--- config.mk ---
export PLATFORM = sky130hd
export DESIGN_NAME = mdu_iter
export DESIGN_NICKNAME = d
export VERILOG_FILES = /design/src/rtl/mdu_pkg.sv /design/src/rtl/mdu_sign_fix.sv /design/src/rtl/mdu_iter.sv
export SDC_FILE = /design/constraint.sdc
export NUM_CORES = 1
export LEC_CHECK = 0
export CORE_ASPECT_RATIO = 0.5
export CORE_MARGIN = 8
export CORE_UTILIZATION = 50
export CTS_CLUSTER_DIAMETER = 100
export CTS_CLUSTER_SIZE = 16
export DETAILED_ROUTE_END_ITERATION = 8
export GPL_TIMING_DRIVEN = 0
export PLACE_DENSITY = 0.79
export RECOVER_POWER = 25
export SYNTH_ARGS = -nofsm -noshare
export SYNTH_HDL_FRONTEND = slang
export SYNTH_SLANG_ARGS = --single-unit
--- constraint.sdc ---
create_clock -name clk -period 6 [get_ports clk]
set_input_delay 1.5 -clock clk [delete_from_list [all_inputs] [get_ports clk]]
set_output_delay 1.5 -clock clk [all_outputs]
set_load 0.02 [all_outputs]
--- src/rtl/mdu_pkg.sv ---
// Shared types and constants for the iterative multiply/divide unit.
package mdu_pkg;

  localparam int unsigned MDU_XLEN  = 32;
  localparam int unsigned MDU_CNT_W = $clog2(MDU_XLEN) + 1;

  // Most negative dividend; divided by -1 it overflows the signed quotient.
  localparam logic [MDU_XLEN-1:0] DIV_OVF_DIVIDEND = {1'b1, {(MDU_XLEN-1){1'b0}}};

  typedef enum logic [2:0] {
    MDU_MUL    = 3'b000,
    MDU_MULH   = 3'b001,
    MDU_MULHSU = 3'b010,
    MDU_MULHU  = 3'b011,
    MDU_DIV    = 3'b100,
    MDU_DIVU   = 3'b101,
    MDU_REM    = 3'b110,
    MDU_REMU   = 3'b111
  } mdu_op_e;

  typedef enum logic [1:0] {
    IDLE = 2'd0,
    BUSY = 2'd1,
    DONE = 2'd2
  } mdu_state_e;

  // funct3[2] clear selects the multiply family.
  function automatic logic op_is_mul(input mdu_op_e op);
    return !op[2];
  endfunction

endpackage

--- src/rtl/mdu_sign_fix.sv ---
// Final sign correction and result selection for multiply and divide.
module mdu_sign_fix
  import mdu_pkg::*;
#(
  parameter int unsigned XLEN = MDU_XLEN
) (
  input  mdu_op_e             op,
  input  logic                sign_diff,
  input  logic                sign_a,
  input  logic [2*XLEN-1:0]   acc,
  input  logic [XLEN-1:0]     rem,
  output logic [XLEN-1:0]     res
);

  logic [2*XLEN-1:0] prod;
  logic [XLEN-1:0]   quo;
  logic [XLEN-1:0]   rem_f;

  // Negate magnitudes where needed, then pick the architectural result.
  always_comb begin
    prod  = sign_diff ? (~acc + (2*XLEN)'(1)) : acc;
    quo   = sign_diff ? (~acc[XLEN-1:0] + XLEN'(1)) : acc[XLEN-1:0];
    rem_f = sign_a ? (~rem + XLEN'(1)) : rem;
    res   = '0;
    case (op)
      MDU_MUL:                         res = prod[XLEN-1:0];
      MDU_MULH, MDU_MULHSU, MDU_MULHU: res = prod[2*XLEN-1:XLEN];
      MDU_DIV, MDU_DIVU:               res = quo;
      default:                         res = rem_f;
    endcase
  end

endmodule

--- src/rtl/mdu_iter.sv ---
// Iterative radix-2 RV32M multiply/divide unit, one operation in flight.
module mdu_iter
  import mdu_pkg::*;
#(
  parameter int unsigned XLEN  = MDU_XLEN,
  parameter int unsigned CNT_W = $clog2(XLEN) + 1
) (
  input  logic             clk,
  input  logic             rst_n,
  input  logic             flush,
  input  logic             start_valid,
  output logic             start_ready,
  input  logic [2:0]       funct3,
  input  logic [XLEN-1:0]  rs1_val,
  input  logic [XLEN-1:0]  rs2_val,
  input  logic [4:0]       rd_addr,
  output logic             result_valid,
  input  logic             result_ready,
  output logic [XLEN-1:0]  result,
  output logic [4:0]       result_rd
);

  localparam logic [XLEN-1:0]  OVF_DIVIDEND = {1'b1, {(XLEN-1){1'b0}}};
  localparam logic [CNT_W-1:0] LAST_CNT     = CNT_W'(XLEN - 1);

  mdu_state_e        state_q, state_d;
  logic [CNT_W-1:0]  cnt_q, cnt_d;
  mdu_op_e           op_q, op_d;
  logic [4:0]        rd_q, rd_d;
  logic              sign_diff_q, sign_diff_d;
  logic              sign_a_q, sign_a_d;
  logic [XLEN-1:0]   opnd_q, opnd_d;
  logic [2*XLEN-1:0] acc_q, acc_d;
  logic [XLEN-1:0]   res_q, res_d;
  logic              ready_en_q, ready_en_d;

  mdu_op_e           in_op;
  logic              s1_signed, s2_signed, s1_neg, s2_neg;
  logic [XLEN-1:0]   mag1, mag2;
  logic              accept, div_zero, div_ovf;
  logic [XLEN:0]     mul_sum;
  logic [XLEN+1:0]   div_trial;
  logic [2*XLEN-1:0] step_acc;
  logic [XLEN-1:0]   fixed_res;

  // Decode the incoming request: signedness, magnitudes, special cases.
  always_comb begin
    in_op     = mdu_op_e'(funct3);
    s1_signed = (in_op == MDU_MULH) || (in_op == MDU_MULHSU) ||
                (in_op == MDU_DIV)  || (in_op == MDU_REM);
    s2_signed = (in_op == MDU_MULH) || (in_op == MDU_DIV) || (in_op == MDU_REM);
    s1_neg    = s1_signed && rs1_val[XLEN-1];
    s2_neg    = s2_signed && rs2_val[XLEN-1];
    mag1      = s1_neg ? (~rs1_val + XLEN'(1)) : rs1_val;
    mag2      = s2_neg ? (~rs2_val + XLEN'(1)) : rs2_val;
    div_zero  = !op_is_mul(in_op) && (rs2_val == '0);
    div_ovf   = ((in_op == MDU_DIV) || (in_op == MDU_REM)) &&
                (rs1_val == OVF_DIVIDEND) && (rs2_val == '1);
  end

  // One iteration step: acc holds {partial, multiplier} for multiply and
  // {remainder, dividend/quotient} for restoring division.
  always_comb begin
    mul_sum   = {1'b0, acc_q[2*XLEN-1:XLEN]} + (acc_q[0] ? {1'b0, opnd_q} : '0);
    div_trial = {1'b0, acc_q[2*XLEN-1:XLEN-1]} - {2'b00, opnd_q};
    if (op_is_mul(op_q))
      step_acc = {mul_sum, acc_q[XLEN-1:1]};
    else if (!div_trial[XLEN+1])
      step_acc = {div_trial[XLEN-1:0], acc_q[XLEN-2:0], 1'b1};
    else
      step_acc = {acc_q[2*XLEN-2:0], 1'b0};
  end

  mdu_sign_fix #(
    .XLEN (XLEN)
  ) u_sign_fix (
    .op        (op_q),
    .sign_diff (sign_diff_q),
    .sign_a    (sign_a_q),
    .acc       (step_acc),
    .rem       (step_acc[2*XLEN-1:XLEN]),
    .res       (fixed_res)
  );

  // FSM next state, handshake outputs and datapath register updates.
  always_comb begin
    state_d     = state_q;
    cnt_d       = cnt_q;
    op_d        = op_q;
    rd_d        = rd_q;
    sign_diff_d = sign_diff_q;
    sign_a_d    = sign_a_q;
    opnd_d      = opnd_q;
    acc_d       = acc_q;
    res_d       = res_q;
    ready_en_d  = 1'b1;

    start_ready  = ready_en_q && (state_q == IDLE) && !flush;
    accept       = start_valid && start_ready;
    result_valid = (state_q == DONE);

    if (flush) begin
      state_d = IDLE;
    end else begin
      case (state_q)
        IDLE: begin
          if (accept) begin
            op_d        = in_op;
            rd_d        = rd_addr;
            sign_diff_d = s1_neg ^ s2_neg;
            sign_a_d    = s1_neg;
            cnt_d       = '0;
            if (op_is_mul(in_op)) begin
              opnd_d = mag1;
              acc_d  = {{XLEN{1'b0}}, mag2};
            end else begin
              opnd_d = mag2;
              acc_d  = {{XLEN{1'b0}}, mag1};
            end
            if (div_zero) begin
              res_d   = ((in_op == MDU_REM) || (in_op == MDU_REMU)) ? rs1_val : '1;
              state_d = DONE;
            end else if (div_ovf) begin
              res_d   = (in_op == MDU_DIV) ? OVF_DIVIDEND : '0;
              state_d = DONE;
            end else begin
              state_d = BUSY;
            end
          end
        end
        BUSY: begin
          acc_d = step_acc;
          cnt_d = cnt_q + CNT_W'(1);
          if (cnt_q == LAST_CNT) begin
            res_d   = fixed_res;
            cnt_d   = '0;
            state_d = DONE;
          end
        end
        DONE: begin
          if (result_ready) state_d = IDLE;
        end
        default: state_d = IDLE;
      endcase
    end
  end

  // State and datapath registers, cleared asynchronously.
  always_ff @(posedge clk or negedge rst_n) begin
    if (!rst_n) begin
      state_q     <= IDLE;
      cnt_q       <= '0;
      op_q        <= MDU_MUL;
      rd_q        <= '0;
      sign_diff_q <= 1'b0;
      sign_a_q    <= 1'b0;
      opnd_q      <= '0;
      acc_q       <= '0;
      res_q       <= '0;
      ready_en_q  <= 1'b0;
    end else begin
      state_q     <= state_d;
      cnt_q       <= cnt_d;
      op_q        <= op_d;
      rd_q        <= rd_d;
      sign_diff_q <= sign_diff_d;
      sign_a_q    <= sign_a_d;
      opnd_q      <= opnd_d;
      acc_q       <= acc_d;
      res_q       <= res_d;
      ready_en_q  <= ready_en_d;
    end
  end

  assign result    = res_q;
  assign result_rd = rd_q;

endmodule

==> results of run 1 <==
-- how the worst max path moves through the flow --
stage / endpoint / slack [ns] / cells after the start
finish: result[20] / 0.07 / 23
global route: result[6] / 0.004 / 23
CTS: result[26] / 0.0005 / 23
detailed placement: result[20] / -1.30 / 22
global placement: acc_q[57] / -2.86 / 1
floorplan: result[26] / 0.79 / 22
-- logic make-up after synthesis --
family          share of synthesized area (%)
mux                                     3.322
xor+xnor                                8.934
simple gates                            23.33
other cells                           0.02304
fa+ha+maj                               5.628
flops                                   22.60
compound gates                          30.77
buf+inv                                 5.390
-- worst min-delay path, delay by kind of cell (launching register included) --
kind             cells  cell delay [ns]
flip-flops           1             0.34
AND/OR/NAND/NOR      2             0.11
-- cell usage in the layout, fill, tap and decap left out, types with 9 or more instances in the layout --
cell and count:
sky130_fd_sc_hd__o21a_1 13, sky130_fd_sc_hd__nand2_1 275, sky130_fd_sc_hd__nand4_1 30, sky130_fd_sc_hd__o31ai_1 27, sky130_fd_sc_hd__nor4_1 17, sky130_fd_sc_hd__buf_1 12
sky130_fd_sc_hd__nand3_1 38, sky130_fd_sc_hd__ha_1 68, sky130_fd_sc_hd__a211oi_1 19, sky130_fd_sc_hd__xnor2_1 105, sky130_fd_sc_hd__o22ai_1 9, sky130_fd_sc_hd__and3_1 16
sky130_fd_sc_hd__a31oi_1 31, sky130_fd_sc_hd__mux2i_1 45, sky130_fd_sc_hd__inv_1 63, sky130_fd_sc_hd__o21ai_1 15, sky130_fd_sc_hd__or3_1 21, sky130_fd_sc_hd__a21o_1 18
sky130_fd_sc_hd__o21bai_1 10, sky130_fd_sc_hd__a22o_1 9, sky130_fd_sc_hd__a21oi_1 206, sky130_fd_sc_hd__a221oi_1 11, sky130_fd_sc_hd__clkdlybuf4s50_1 113, sky130_fd_sc_hd__o21ai_0 297
sky130_fd_sc_hd__nor2b_1 19, sky130_fd_sc_hd__o41ai_1 13, sky130_fd_sc_hd__and2_1 42, sky130_fd_sc_hd__buf_4 11, sky130_fd_sc_hd__dfrtp_1 141, sky130_fd_sc_hd__xor2_1 61
sky130_fd_sc_hd__nand2b_1 18, sky130_fd_sc_hd__clkbuf_1 96, sky130_fd_sc_hd__nor3_1 53, sky130_fd_sc_hd__o211ai_1 23, sky130_fd_sc_hd__buf_2 24, sky130_fd_sc_hd__clkbuf_16 17
sky130_fd_sc_hd__nor2_1 200, sky130_fd_sc_hd__or2_2 10, sky130_fd_sc_hd__a31o_2 11
-- power breakdown --
group	internal (mW)	leakage, nW	switching [mW]	total [mW]
combinational	1.11	5.33	2.29	3.40
sequential	1.17	1.92	0.245	1.42
clock	0.623	0.284	0.521	1.14
-- layout make-up --
type	count	area (um^2)	area share, %
multi-input cells	1890	11870	63.09
flip-flops and latches	147	3686	19.60
repair buffers	125	1237	6.579
plain buffers	144	638.1	3.393
well taps	432	540.5	2.874
clock buffers	17	425.4	2.262
inverters	65	244.0	1.297
clock inverters	15	168.9	0.8980
diodes	1	2.502	0.01330
-- layer usage --
layer / up-vias / GRT usage (%) / wire length, um
li1: 8458 / - / -
met3: 236 / 15.26 / 11460
met1: 9014 / 51.59 / 31710
met2: 1292 / 55.64 / 31140
met4: 12 / 14.90 / 3182
met5: - / 0 / 86
-- state kept, by name, summed over array words and instances, names as in the netlist --
name,flops
sign_diff_q,1
op_q,3
result_rd,5
sign_a_q,1
state_q,2
opnd_q,32
result,32
acc_q,64
ready_en_q,1
cnt_q,6
-- what timing repair did --
item,CTS,global route
buffers inserted,6,4
pin swaps,6,9
resized for setup,18,21
setup endpoints to repair,15,20
-- per-stage QoR --
| stage | setup TNS [ns] | setup slack [ns] | instances | cell area [um^2] |
|---|---|---|---|---|
| floorplan | 0 | 0.7854 | 2247 | 16270 |
| global placement | -424.66 | -2.865 | 2793 | 17950 |
| detailed placement | -6.793 | -1.297 | 2794 | 17990 |
| CTS | 0 | 0.0005143 | 2832 | 18730 |
| global route | 0 | 0.004496 | 2835 | 18810 |
| finish | 0 | 0.07286 | 2836 | 18810 |
==> flow_summary.yaml, run 1 <==
outcome:
  status: "finished with violations"
  failed_checks: "max-capacitance violations, max-slew violations"
worst_hold_path:
  min_delay_src: "result_rd[3]"
  worstHoldPathType: "flip-flop to flip-flop"
  number_of_cells_on_the_worst_hold_path: 2
  min_to: "result_rd[3]"
yosys:
  synth.distinct_cells: 105
  syn-instance-count: 2247
  ffs_latches_synth: 147
  synth.yosys.seq_area_share_pct: 22.60
  asyncSetResetFlopFracSynth_pct: 100.0
  synth_nets: 2396
  synth_top_cell_by_area: "sky130_fd_sc_hd__dfrtp_1"
  synth_top_cell_area_share_pct: 22.60
  synth_top_cells_by_count: "sky130_fd_sc_hd__o21ai_0 (299), sky130_fd_sc_hd__nand2_1 (276), sky130_fd_sc_hd__a21oi_1 (208), sky130_fd_sc_hd__nor2_1 (200), sky130_fd_sc_hd__dfrtp_1 (147)"
  synth.area.top_cells: "sky130_fd_sc_hd__dfrtp_1 (23%), sky130_fd_sc_hd__o21ai_0 (9.2%), sky130_fd_sc_hd__a21oi_1 (6.4%)"
  synthFlopType: "sky130_fd_sc_hd__dfrtp_1"
  count_of_synthesis_stage_warnings_from_yosys: 0
  synth_edf_count: 0
  post_synth_instance_area_um2: 16270
  synthMostInstantiatedCell: "sky130_fd_sc_hd__o21ai_0"
  synth_area_per_cell_um2: 7.242
worst_setup_path:
  cp.buffers_inverters: 4
  critical_path.startpoint: "opnd_q[4]"
  reg2reg_slack_ns: 0.07
  start_kind: "flip-flop"
  terminus_of_the_critical_flop_to_flop_path: "result[20]"
  path_common_cell: "sky130_fd_sc_hd__nor4_4"
  worstPathCellList: "inv_1, ha_2, a21o_1, a31o_2, o2111ai_4, a21oi_2, o21a_4, buf_6, o21a_2, inv_2, ha_1, o211ai_1, nor2_1, o2111ai_2, or4_4, nor4_4, nand4_1, buf_4, nor4_4, a31oi_1, xnor2_1, a221oi_2, o21ai_0"
  critPathRequiredTime_ns: 6.32
  worstRegToRegCells: 23
  r2r_start: "opnd_q[4]"
  crit_path_max_incr_delay_ns: 0.52
  crit_arrival_ns: 6.25
  path_class: "flip-flop to flip-flop"
  critical_path.endpoint_type: "flip-flop"
  crit_path_top_delay_cell: "sky130_fd_sc_hd__a221oi_2"
  timing.critical_path.fanout_max: 10
  critical_path.top_delay_family: "compound AO/OA/AOI/OAI gates"
clock_tree:
  clkTransAtPathRegs_ns: 0.07
  tritoncts: "built"
  numCtsBuffers: 17
  cts-htree-levels: 4
  root_buffer: "sky130_fd_sc_hd__clkbuf_16"
  total_number_of_clock_tree_sinks: 147
  cts_buffer_depth: 2
  clk-insertion-delay-late_ns: 0.48
  cts_hold_buffers: 0
timing:
  finalHoldViolations: 0
  grt_setup_unrepaired: "false"
  holdWs_ns: 0.4755
  drv_slew: 65
  slew_headroom_pct: -168.6
  final.period_utilization_pct: 98.79
  fmaxAchievable_ghz: 0.1687
  final.setup_skew_ns: 0.01991
  period_needed_ns: 5.927
  timing_worst_slew_pin_value_ns: 4.028
  setup_viol: 0
floorplanning:
  floorplan.core_area_um2: 31890
  die_h_um: 143.6
  fp.dieW_um: 271.1
  initial_core_util_pct: 51.04
  row_count: 46
  die_area_um2: 38920
  pin_count: 116
layout:
  final_core_util_pct: 58.99
  areaGrowthSynthToFinish_pct: 15.59
  finalNetCount: 2539
  n_fill_cell: 3080
  drive_gt1_share_pct: 7.532
route:
  final_antenna_net_count: 0
  via_count: 19010
  avgViaCountPerCell: 6.704
  drt_drc_violations_left: 0
  postRouteWirelength_um: 77580
  firstDrtPassIters: 7
  drt_iter0_markers: 2896
  drt-wirelength-per-cell_um: 27.35
global_routing:
  grt_first_pass_wirelength_um: 113700
  grt_max_degree: 84
  grt.total_usage_pct: 38.68
  overflow: 0
  grt_pass1_vias: 17470
  antenna_found_initial: 7
place:
  hpwl_um: 62210
  globalplace.congestion: 1.052
  port_buffers: 114
power:
  irDropWorstVdd_mv: 0.1856
  leakage_nw: 7.532
  power-per-cell-area_nw_per_um2: 317.0
  finalPower_mw: 5.962
flow_run:
  drv.max_cap_violation_count: 1
(Power assumes the default switching activity.)
==> run 2: changes to the inputs <==
--- a/config.mk
+++ b/config.mk
@@ -13,7 +13,7 @@
 export DETAILED_ROUTE_END_ITERATION = 8
 export GPL_TIMING_DRIVEN = 0
 export PLACE_DENSITY = 0.79
-export RECOVER_POWER = 25
+export RECOVER_POWER = 100
 export SYNTH_ARGS = -nofsm -noshare
 export SYNTH_HDL_FRONTEND = slang
 export SYNTH_SLANG_ARGS = --single-unit
==> run 2 against run 1 <==
Effect of this change: the run still ends with max-capacitance violations, max-slew violations left; total power is 0.16% lower; routed wire length is 0.16% higher; die area stayed put; register-to-register slack hardly changed; sequential share of layout area hardly changed.
==> flow_summary.yaml, run 2 (synthesized netlist as in run 1, its figures left out) <==
global_routing:
  overflow: 0
  grt_pass1_vias: 17470
  grt_first_pass_wirelength_um: 113700
  antenna_found_initial: 7
  grt_max_degree: 84
  grt.total_usage_pct: 38.68
outcome:
  status: "finished with violations"
  failed_checks: "max-capacitance violations, max-slew violations"
power:
  irDropWorstVdd_mv: 0.1852
  leakage_nw: 7.625
  power-per-cell-area_nw_per_um2: 316.8
  finalPower_mw: 5.953
floorplanning:
  pin_count: 116
  die_area_um2: 38920
  floorplan.core_area_um2: 31890
  fp.dieW_um: 271.1
  row_count: 46
  die_h_um: 143.6
  initial_core_util_pct: 51.04
worst_setup_path:
  path_common_cell: "sky130_fd_sc_hd__buf_2"
  start_kind: "flip-flop"
  terminus_of_the_critical_flop_to_flop_path: "result[3]"
  r2r_start: "op_q[2]"
  critical_path.top_delay_family: "buffers and inverters"
  crit_arrival_ns: 6.24
  critPathRequiredTime_ns: 6.30
  path_class: "flip-flop to flip-flop"
  worstPathCellList: "buf_6, buf_2, clkbuf_1, buf_2, buf_2, clkbuf_1, clkbuf_2, nand2_1, nand2_1, buf_2, clkbuf_1, nor2_1, o21ai_0, a31oi_1"
  worstRegToRegCells: 14
  cp.buffers_inverters: 9
  reg2reg_slack_ns: 0.06
  critical_path.endpoint_type: "flip-flop"
  timing.critical_path.fanout_max: 10
  crit_path_max_incr_delay_ns: 0.76
  crit_path_top_delay_cell: "sky130_fd_sc_hd__o21ai_0"
worst_hold_path:
  min_delay_src: "result_rd[3]"
  number_of_cells_on_the_worst_hold_path: 2
  worstHoldPathType: "flip-flop to flip-flop"
  min_to: "result_rd[3]"
timing:
  grt_setup_unrepaired: "false"
  drv_slew: 65
  finalHoldViolations: 0
  timing_worst_slew_pin_value_ns: 4.027
  period_needed_ns: 5.942
  fmaxAchievable_ghz: 0.1683
  fin_setup_tns_ns: 0
  holdWs_ns: 0.4719
  slew_headroom_pct: -168.5
  setup_viol: 0
  final.setup_skew_ns: 0.02456
  final.period_utilization_pct: 99.03
route:
  firstDrtPassIters: 6
  avgViaCountPerCell: 6.732
  drt_iter0_markers: 3005
  drt_drc_violations_left: 0
  postRouteWirelength_um: 77700
  final_antenna_net_count: 0
  drt-wirelength-per-cell_um: 27.41
  via_count: 19080
clock_tree:
  clkTransAtPathRegs_ns: 0.07
  cts_hold_buffers: 0
  cts-htree-levels: 4
  total_number_of_clock_tree_sinks: 147
  root_buffer: "sky130_fd_sc_hd__clkbuf_16"
  clk-insertion-delay-late_ns: 0.48
  cts_buffer_depth: 2
  numCtsBuffers: 17
  tritoncts: "built"
layout:
  n_fill_cell: 3086
  mostFrequentLayoutCell: "sky130_fd_sc_hd__o21ai_0"
  antennaDiodeCount: 0
  area_taken_by_multi_input_logic_gates_um2: 11860
  biggest_register: "acc_q"
  layout_common_cells: "sky130_fd_sc_hd__o21ai_0 (299), sky130_fd_sc_hd__nand2_1 (275), sky130_fd_sc_hd__a21oi_1 (206)"
  drive_gt1_share_pct: 7.283
  finish.cell_count_without_fillers: 2835
  final_core_util_pct: 58.93
  finalNetCount: 2539
  largest_register_ff_count: 64
  areaGrowthSynthToFinish_pct: 15.46
  ff_latch_area_um2: 3686
flow_run:
  drv.max_cap_violation_count: 1
place:
  globalplace.congestion: 1.052
  post-place-cells: 2794
  hpwl_um: 62210
  port_buffers: 114
run 2: final cells by class:
| cell class | instances | area share [%] |
|---|---|---|
| multi-input combinational | 1890 | 63.13 |
| sequential | 147 | 19.62 |
| timing repair buffer | 125 | 6.566 |
| buffer | 144 | 3.350 |
| tap | 432 | 2.877 |
| clock buffer | 17 | 2.264 |
| inverter | 65 | 1.299 |
| clock inverter | 15 | 0.8990 |
run 2: metrics by stage:
step	area [um^2]	setup WS (ns)
2_1_floorplan	16270	0.7854
3_3_place_gp	17950	-2.865
3_5_place_dp	17990	-1.297
4_1_cts	18730	0.0005143
5_1_grt	18790	0.009140
6_report	18790	0.05820
run 2: timing repair:
action,in CTS,in global routing
pin swaps,6,9
endpoints found under the hold margin,0,0
setup buffers,6,4
endpoints found under the setup margin,15,20
resized for setup,18,21
run 2: metal layers:
layer  vias up  global-route usage (%)  routed length, um
met5         -                       0                 82
met4        12                   14.90               3104
met3       244                   15.26              11490
met2      1287                   55.64              31310
met1      9085                   51.59              31710
li1       8456                       -                  -
run 2: report_power, final:
group	switching [mW]	total, mW	leakage, nW	internal [mW]
combinational	2.30	3.39	5.43	1.09
sequential	0.243	1.42	1.92	1.17
clock	0.524	1.15	0.284	0.624
run 2: how the worst max path moves through the flow:
stage,start,endpoint,slack (ns),cells past startpoint
final,op_q[2],result[3],0.06,14
after global routing,acc_q[0],result[31],0.009,16
after CTS,opnd_q[4],result[26],0.0005,23
after detailed placement,opnd_q[28],result[20],-1.30,22
after global placement,rst_n,acc_q[57],-2.86,1
after floorplan,acc_q[35],result[26],0.79,22
run 2: tightest hold or removal path, stage by stage, from the launching register on:
cell and delay [ns]:
sky130_fd_sc_hd__dfrtp_1 0.34, sky130_fd_sc_hd__nand2_1 0.05, sky130_fd_sc_hd__nand2_1 0.06
